--- config.mk ---
export PLATFORM = sky130hd
export DESIGN_NAME = player_motion_flat
export DESIGN_NICKNAME = d
export VERILOG_FILES = /design/src/rtl/finalsoc_pkg.sv /design/src/rtl/player_motion_if.sv /design/src/rtl/key_decoder.sv /design/src/rtl/player_motion.sv /design/src/flat_wrapper.sv
export SDC_FILE = /design/constraint.sdc
export NUM_CORES = 1
export LEC_CHECK = 0
export ABC_AREA = 1
export BUFFER_PORTS_ARGS = -buffer_cell sky130_fd_sc_hd__buf_2
export CAP_MARGIN = 20
export CORE_UTILIZATION = 55
export CTS_CLUSTER_DIAMETER = 30
export DETAILED_ROUTE_END_ITERATION = 7
export PLACE_DENSITY = 0.76
export SYNTH_ARGS = -nofsm -noshare
export SYNTH_HDL_FRONTEND = slang
export SYNTH_HIERARCHICAL = 1
export SYNTH_SLANG_ARGS = --single-unit
export TNS_END_PERCENT = 5
--- constraint.sdc ---
create_clock -name clk_50_clk -period 3 [get_ports clk_50_clk]
set_clock_uncertainty 0.05 [all_clocks]
set_input_delay 0.6 -clock clk_50_clk [delete_from_list [all_inputs] [get_ports clk_50_clk]]
set_output_delay 0.6 -clock clk_50_clk [all_outputs]
set_load 0.02 [all_outputs]
--- src/rtl/finalsoc_pkg.sv ---
// Shared definitions for the finalsoc player logic: HID key codes, field widths,
// the kinematics FSM encoding and helpers for the {hi16, lo16} PIO word layout.
package finalsoc_pkg;

    localparam int POS_W = 16;

    // USB HID usage codes
    localparam logic [7:0] HID_A     = 8'h04;
    localparam logic [7:0] HID_D     = 8'h07;
    localparam logic [7:0] HID_W     = 8'h1A;
    localparam logic [7:0] HID_RIGHT = 8'h4F;
    localparam logic [7:0] HID_LEFT  = 8'h50;
    localparam logic [7:0] HID_DOWN  = 8'h51;
    localparam logic [7:0] HID_UP    = 8'h52;

    typedef enum logic [2:0] {
        ST_IDLE,
        ST_SAMPLE,
        ST_VEL,
        ST_POS,
        ST_PUBLISH
    } state_t;

    function automatic logic [2*POS_W-1:0] pack_hl(input logic [POS_W-1:0] hi,
                                                   input logic [POS_W-1:0] lo);
        return {hi, lo};
    endfunction

    function automatic logic [POS_W-1:0] hi_half(input logic [2*POS_W-1:0] w);
        return w[2*POS_W-1:POS_W];
    endfunction

    function automatic logic [POS_W-1:0] lo_half(input logic [2*POS_W-1:0] w);
        return w[POS_W-1:0];
    endfunction

endpackage

--- src/rtl/player_motion_if.sv ---
// Frame/keyboard inputs and published kinematics outputs of one player_motion instance.
// master drives ticks and keys (SoC side), slave is the motion block.
interface player_motion_if;
    logic        frame_tick;
    logic        respawn;
    logic [15:0] keycode;
    logic [31:0] pos_export;
    logic [31:0] vel_export;
    logic        on_ground;
    logic        busy;

    modport master (
        output frame_tick, respawn, keycode,
        input  pos_export, vel_export, on_ground, busy
    );

    modport slave (
        input  frame_tick, respawn, keycode,
        output pos_export, vel_export, on_ground, busy
    );
endinterface

--- src/rtl/key_decoder.sv ---
// Matches both keycode bytes against the left/right/up codes; purely combinational.
// A zero byte means "no key" and never matches, even if a code parameter is zero.
module key_decoder
    import finalsoc_pkg::*;
#(
    parameter logic [7:0] KEY_LEFT  = HID_A,
    parameter logic [7:0] KEY_RIGHT = HID_D,
    parameter logic [7:0] KEY_UP    = HID_W
) (
    input  logic [15:0] keycode,
    output logic        left,
    output logic        right,
    output logic        up
);

    function automatic logic hit(input logic [15:0] kc, input logic [7:0] code);
        return ((kc[7:0]  != 8'h00) && (kc[7:0]  == code)) ||
               ((kc[15:8] != 8'h00) && (kc[15:8] == code));
    endfunction

    always_comb begin
        left  = hit(keycode, KEY_LEFT);
        right = hit(keycode, KEY_RIGHT);
        up    = hit(keycode, KEY_UP);
    end

endmodule

--- src/rtl/player_motion.sv ---
// Per-player kinematics: once per frame samples keys, updates velocity then position,
// and publishes pos/vel/on_ground together 4 cycles after frame_tick; ticks while busy are dropped.
module player_motion
    import finalsoc_pkg::*;
#(
    parameter logic [7:0] KEY_LEFT   = HID_A,
    parameter logic [7:0] KEY_RIGHT  = HID_D,
    parameter logic [7:0] KEY_UP     = HID_W,
    parameter int         SPAWN_X    = 100,
    parameter int         SPAWN_Y    = 400,
    parameter int         X_MIN      = 0,
    parameter int         X_MAX      = 620,
    parameter int         Y_MIN      = 0,
    parameter int         GROUND_Y   = 400,
    parameter int         WALK_SPEED = 3,
    parameter int         GRAVITY    = 1,
    parameter int         JUMP_SPEED = 12,
    parameter int         MAX_FALL   = 10
) (
    input  logic           clk_50_clk,
    input  logic           reset_50_reset_n,
    player_motion_if.slave pm
);

    localparam logic [POS_W-1:0]  SPAWN_X_V = POS_W'(SPAWN_X);
    localparam logic [POS_W-1:0]  SPAWN_Y_V = POS_W'(SPAWN_Y);
    localparam logic [POS_W-1:0]  WALK_P    = POS_W'(WALK_SPEED);
    localparam logic [POS_W-1:0]  WALK_N    = POS_W'(-WALK_SPEED);
    localparam logic [POS_W-1:0]  JUMP_N    = POS_W'(-JUMP_SPEED);
    localparam logic [POS_W-1:0]  MAXF_V    = POS_W'(MAX_FALL);
    localparam logic signed [POS_W:0] GRAV_S = (POS_W+1)'(GRAVITY);
    localparam logic signed [POS_W:0] MAXF_S = (POS_W+1)'(MAX_FALL);
    localparam logic signed [POS_W:0] XMIN_S = (POS_W+1)'(X_MIN);
    localparam logic signed [POS_W:0] XMAX_S = (POS_W+1)'(X_MAX);
    localparam logic signed [POS_W:0] YMIN_S = (POS_W+1)'(Y_MIN);
    localparam logic signed [POS_W:0] GND_S  = (POS_W+1)'(GROUND_Y);

    state_t state, state_nxt;
    logic   do_sample, do_vel, do_pos, do_pub;

    logic key_l, key_r, key_u;
    logic left_q, right_q, jump_q, prev_up_q;

    // Working registers; only copied to the outputs in PUBLISH
    logic [POS_W-1:0] x_q, y_q, vx_q, vy_q;
    logic             ground_q;

    logic [2*POS_W-1:0] pos_q, vel_q;
    logic               on_ground_q;

    logic [POS_W-1:0]        vx_cmd, vy_vel, x_pos, y_pos, vy_pos;
    logic                    ground_vel, ground_pos;
    logic signed [POS_W:0]   vy_inc, nx_s, ny_s;

    key_decoder #(
        .KEY_LEFT  (KEY_LEFT),
        .KEY_RIGHT (KEY_RIGHT),
        .KEY_UP    (KEY_UP)
    ) u_keys (
        .keycode (pm.keycode),
        .left    (key_l),
        .right   (key_r),
        .up      (key_u)
    );

    always_ff @(posedge clk_50_clk) begin
        if (!reset_50_reset_n) state <= ST_IDLE;
        else                   state <= state_nxt;
    end

    always_comb begin
        state_nxt = state;
        unique case (state)
            ST_IDLE:    if (pm.frame_tick) state_nxt = ST_SAMPLE;
            ST_SAMPLE:  state_nxt = ST_VEL;
            ST_VEL:     state_nxt = ST_POS;
            ST_POS:     state_nxt = ST_PUBLISH;
            ST_PUBLISH: state_nxt = ST_IDLE;
            default:    state_nxt = ST_IDLE;
        endcase
        if (pm.respawn) state_nxt = ST_IDLE;
    end

    always_comb begin
        do_sample = (state == ST_SAMPLE);
        do_vel    = (state == ST_VEL);
        do_pos    = (state == ST_POS);
        do_pub    = (state == ST_PUBLISH);
        pm.busy   = (state != ST_IDLE);
    end

    always_comb begin
        vx_cmd = '0;
        if (right_q && !left_q)      vx_cmd = WALK_P;
        else if (left_q && !right_q) vx_cmd = WALK_N;

        vy_inc     = $signed({vy_q[POS_W-1], vy_q}) + GRAV_S;
        vy_vel     = '0;
        ground_vel = ground_q;
        if (ground_q && jump_q) begin
            vy_vel     = JUMP_N;
            ground_vel = 1'b0;
        end else if (!ground_q) begin
            vy_vel = (vy_inc > MAXF_S) ? MAXF_V : vy_inc[POS_W-1:0];
        end
    end

    // 17-bit signed sums so a step past either edge is visible before clamping
    always_comb begin
        nx_s = $signed({1'b0, x_q}) + $signed({vx_q[POS_W-1], vx_q});
        ny_s = $signed({1'b0, y_q}) + $signed({vy_q[POS_W-1], vy_q});

        if (nx_s < XMIN_S)      x_pos = POS_W'(X_MIN);
        else if (nx_s > XMAX_S) x_pos = POS_W'(X_MAX);
        else                    x_pos = nx_s[POS_W-1:0];

        y_pos      = ny_s[POS_W-1:0];
        vy_pos     = vy_q;
        ground_pos = ground_q;
        if (ny_s >= GND_S) begin
            y_pos      = POS_W'(GROUND_Y);
            vy_pos     = '0;
            ground_pos = 1'b1;
        end else if (ny_s < YMIN_S) begin
            y_pos  = POS_W'(Y_MIN);
            vy_pos = '0;
        end
    end

    always_ff @(posedge clk_50_clk) begin
        if (!reset_50_reset_n || pm.respawn) begin
            left_q      <= 1'b0;
            right_q     <= 1'b0;
            jump_q      <= 1'b0;
            prev_up_q   <= 1'b0;
            x_q         <= SPAWN_X_V;
            y_q         <= SPAWN_Y_V;
            vx_q        <= '0;
            vy_q        <= '0;
            ground_q    <= 1'b1;
            pos_q       <= pack_hl(SPAWN_X_V, SPAWN_Y_V);
            vel_q       <= '0;
            on_ground_q <= 1'b1;
        end else begin
            if (do_sample) begin
                left_q    <= key_l;
                right_q   <= key_r;
                jump_q    <= key_u & ~prev_up_q;
                prev_up_q <= key_u;
            end
            if (do_vel) begin
                vx_q     <= vx_cmd;
                vy_q     <= vy_vel;
                ground_q <= ground_vel;
            end
            if (do_pos) begin
                x_q      <= x_pos;
                y_q      <= y_pos;
                vy_q     <= vy_pos;
                ground_q <= ground_pos;
            end
            if (do_pub) begin
                pos_q       <= pack_hl(x_q, y_q);
                vel_q       <= pack_hl(vx_q, vy_q);
                on_ground_q <= ground_q;
            end
        end
    end

    assign pm.pos_export = pos_q;
    assign pm.vel_export = vel_q;
    assign pm.on_ground  = on_ground_q;

endmodule

--- src/flat_wrapper.sv ---
// flat-port wrapper written by rule: the top's interface ports become plain ports
module player_motion_flat import finalsoc_pkg::*;
#(
    parameter logic [7:0] KEY_LEFT   = HID_A,
    parameter logic [7:0] KEY_RIGHT  = HID_D,
    parameter logic [7:0] KEY_UP     = HID_W,
    parameter int         SPAWN_X    = 100,
    parameter int         SPAWN_Y    = 400,
    parameter int         X_MIN      = 0,
    parameter int         X_MAX      = 620,
    parameter int         Y_MIN      = 0,
    parameter int         GROUND_Y   = 400,
    parameter int         WALK_SPEED = 3,
    parameter int         GRAVITY    = 1,
    parameter int         JUMP_SPEED = 12,
    parameter int         MAX_FALL   = 10
)
  (clk_50_clk, reset_50_reset_n, pm_frame_tick, pm_respawn, pm_keycode, pm_pos_export, pm_vel_export, pm_on_ground, pm_busy);
  player_motion_if pm_i ();
  input  logic clk_50_clk;
  input  logic reset_50_reset_n;
  input wire logic [$bits(pm_i.frame_tick)-1:0] pm_frame_tick;
  input wire logic [$bits(pm_i.respawn)-1:0] pm_respawn;
  input wire logic [$bits(pm_i.keycode)-1:0] pm_keycode;
  output wire logic [$bits(pm_i.pos_export)-1:0] pm_pos_export;
  output wire logic [$bits(pm_i.vel_export)-1:0] pm_vel_export;
  output wire logic [$bits(pm_i.on_ground)-1:0] pm_on_ground;
  output wire logic [$bits(pm_i.busy)-1:0] pm_busy;
  assign pm_i.frame_tick = pm_frame_tick;
  assign pm_i.respawn = pm_respawn;
  assign pm_i.keycode = pm_keycode;
  assign pm_pos_export = pm_i.pos_export;
  assign pm_vel_export = pm_i.vel_export;
  assign pm_on_ground = pm_i.on_ground;
  assign pm_busy = pm_i.busy;
  player_motion #(.KEY_LEFT(KEY_LEFT), .KEY_RIGHT(KEY_RIGHT), .KEY_UP(KEY_UP), .SPAWN_X(SPAWN_X), .SPAWN_Y(SPAWN_Y), .X_MIN(X_MIN), .X_MAX(X_MAX), .Y_MIN(Y_MIN), .GROUND_Y(GROUND_Y), .WALK_SPEED(WALK_SPEED), .GRAVITY(GRAVITY), .JUMP_SPEED(JUMP_SPEED), .MAX_FALL(MAX_FALL)) u_core (.clk_50_clk(clk_50_clk), .reset_50_reset_n(reset_50_reset_n), .pm(pm_i));
endmodule
==> run metrics <==
Pint=2190 uW; async set or reset register ratio after synthesis=0; Worst EP required=3230 ps; Worst setup EP type=flop; Layout Nets=1230; Slew Viols, Final=0; clock latency on the worst-skew pair=350 ps; Synth Flop Type=dfxtp_1; period utilization=0.903; I/O Buffers=85; die area=13200 um2; f_max=369 MHz; Crit Path Max Fanout=10; critical path class=flop to flop; Sequential cell area=2220 um2; Critical Path Max Stage Delay=470 ps; DR WL met3=926 um; top cells by area, synth=dfxtp_1 32%, nand2_1 17%, nor2_1 7.5%, inv_1 7.4%, a21oi_1 6.7%; router iterations before antenna repair=5; EDFF count, synth=0; WP data arrival=2940 ps; DR WL/cell=13.1 um; layout cells sized above 1=0.131; Lkg Pwr=0.00399 uW; final wirelength=17600 um; area grow syn2layout=11.7%; Clock transition at path regs=80 ps; Clock Tree Buf Depth=2; cells along the critical path=buf_4 -> ha_1 -> a21oi_1 -> inv_1 -> a31oi_1 -> nand3_1 -> nand2_1 -> nand2_1 -> xor2_1 -> and2_1 -> nand3_1 -> a21oi_1; worst hold path class=flop to flop; Gate Count Post-Synth=1108; Chip Height=115 um; CTS tree=yes; Die W=115 um; initial antenna violation count=0; All-Layer GR Usage=0.277; syn avg cell area=6.31 um2; synthesized area=6990 um2; clk root buf=clkbuf_16; commonest non-fill, non-tap cell in the layout=nand2_1; Iteration-0 DRC Markers=501; clock share of power=0.430; sequential share of power=0.515; # clock sinks=111; Synth top area share=0.318; RSZ-0062 raised after global routing=false; Worst setup SP type=flop; first-pass GRT wire length=28900 um; Rows=40; Post-DP HPWL=13300 um; Starting Density=0.572; Yosys cell types=43; Ant. Diodes=0; via count=6963; Top Ports=86; sequential share of the synthesized area=0.318; Slew @ Worst Pin=807 ps; filler cell count=1207; Placement Setup Slack=246 ps; combinational power share=0.054; vias in the first global route=6075; Sw Ratio=0.240; outcome=finished clean; total negative slack=0 ps; WL met1=8040 um; CORE AREA=12200 um2; area of the multi-input gates=4000 um2; GP Congestion=0.980; Worst Setup Slack, final=290 ps; Net Count, Synth=1166; Via density=5.18; uppermost layer routed=met4; GR Overflow Total=0; largest net degree at the start of global routing=77; post-route ant nets=0; max_slew headroom=0.461; Switching Power=692 uW; max-cap violations=0; Post-CTS Hold Buffers=0; final hold violation count=0; Synth Register Bits=111; CTS buffer count=9; met2 wire len=8240 um; most frequent cells in the layout=313 x nand2_1, 138 x nor2_1, 137 x inv_1; H-tree depth=3; Final min period=2710 ps; Synth area leader=dfxtp_1; Worst path slowest cell=dfxtp_1; VDD IR-drop max=267 uV; Remaining DRCs=0; Synth Warn #=6; Power per Cell Area=369 nW/um2; Setup-failing EPs final=0
## metal layers
layer / GRT usage / vias to the layer above
met5: 0 / -
met4: 0.100 / 0
met3: 0.0311 / 27
met2: 0.463 / 177
met1: 0.372 / 3122
li1: - / 3637
## state kept, by name, summed over array words and instances, names as in the netlist, 3 cells and up
name	cells
u_core/vx_q	3
u_core/state	3
u_core/y_q	16
u_core/vy_q	16
u_core/pm.vel_export	19
u_core/pm.pos_export	32
u_core/x_q	16
## through the flow
step / utilization / cells / cell area (um2) / hold WS (ps) / total power [uW]
after CTS: 0.639 / 1345 / 7800 / 416 / 2890
after floorplan: - / 1108 / 6990 / 383 / 1630
final: 0.639 / 1345 / 7800 / 413 / 2880
after global routing: 0.639 / 1345 / 7800 / 433 / 2980
after global placement: 0.613 / 1329 / 7490 / 396 / 1670
after detailed placement: 0.613 / 1329 / 7490 / 399 / 1670
## logic make-up (layout without fill, tap and decap cells)
| family | Yosys count | after routing | synth area share |
|---|---|---|---|
| AOI/OAI and AO/OA | 178 | 178 | 0.133 |
| xor gates and xnor gates | 13 | 13 | 0.0163 |
| adders and majority gates | 38 | 38 | 0.0702 |
| buffers and inverters | 191 | 260 | 0.113 |
| DFF | 111 | 111 | 0.318 |
| and+or+nand+nor | 577 | 577 | 0.349 |
## repair_timing
action,CTS,global route
buffers inserted,0,0
hold endpoints to repair,0,0
gates resized for setup,0,3
endpoints found under the setup margin,0,12
## cell type report
class	instances	area share
Clock buffer	9	0.0289
Clock inverter	7	0.0104
Inverter	146	0.0702
Multi-Input combinational cell	806	0.512
Sequential cell	111	0.285
Tap cell	168	0.0269
Timing Repair Buffer	98	0.0670
## path summary, 6_finish.rpt
check / cells past startpoint / slack, ps / from / to
min: 2 / 410 / u_core/x_q[12] / u_core/x_q[12]
max reg2reg: 12 / 290 / u_core/vx_q[14] / u_core/x_q[1]
max: 12 / 290 / u_core/vx_q[14] / u_core/x_q[1]
min reg2reg: 2 / 410 / u_core/x_q[12] / u_core/x_q[12]
## critical path, delay by kind of cell, from the launching register on
kind / cells / cell delay [ps]
AO/OA/AOI/OAI: 3 / 530
XOR/XNOR: 1 / 240
AND/OR/NAND/NOR: 5 / 710
adder cells (fa/ha/maj): 1 / 330
flip-flops: 1 / 470
buffers and inverters: 2 / 290
## synth_stat cells (2+ instances only)
library cell / count
nor2_2: 6
nand3_1: 64
nand3_2: 3
and2_1: 3
a21oi_2: 2
buf_1: 3
dfxtp_1: 111
o21a_1: 4
o21ai_0: 69
o21bai_1: 2
buf_4: 14
clkinv_1: 3
nand2_2: 10
nand3b_1: 6
ha_1: 36
clkbuf_1: 24
fa_1: 2
nand2_1: 314
or2_2: 2
nor2_4: 2
inv_1: 137
nor3_1: 12
o211ai_1: 2
xnor2_1: 6
nor2_1: 139
buf_6: 3
nor3_2: 2
xor2_1: 7
inv_2: 6
nand4_1: 9
a21oi_1: 93
## power groups by stage
stage	Clock [uW]	Sequential (uW)	Combinational, uW
6_report	1240	1480	157
5_1_grt	1320	1480	178
4_1_cts	1260	1480	155
3_5_place_dp	0	1520	155
3_3_place_gp	0	1520	153
2_1_floorplan	0	1520	114
Power figures use the tool's default switching activity.
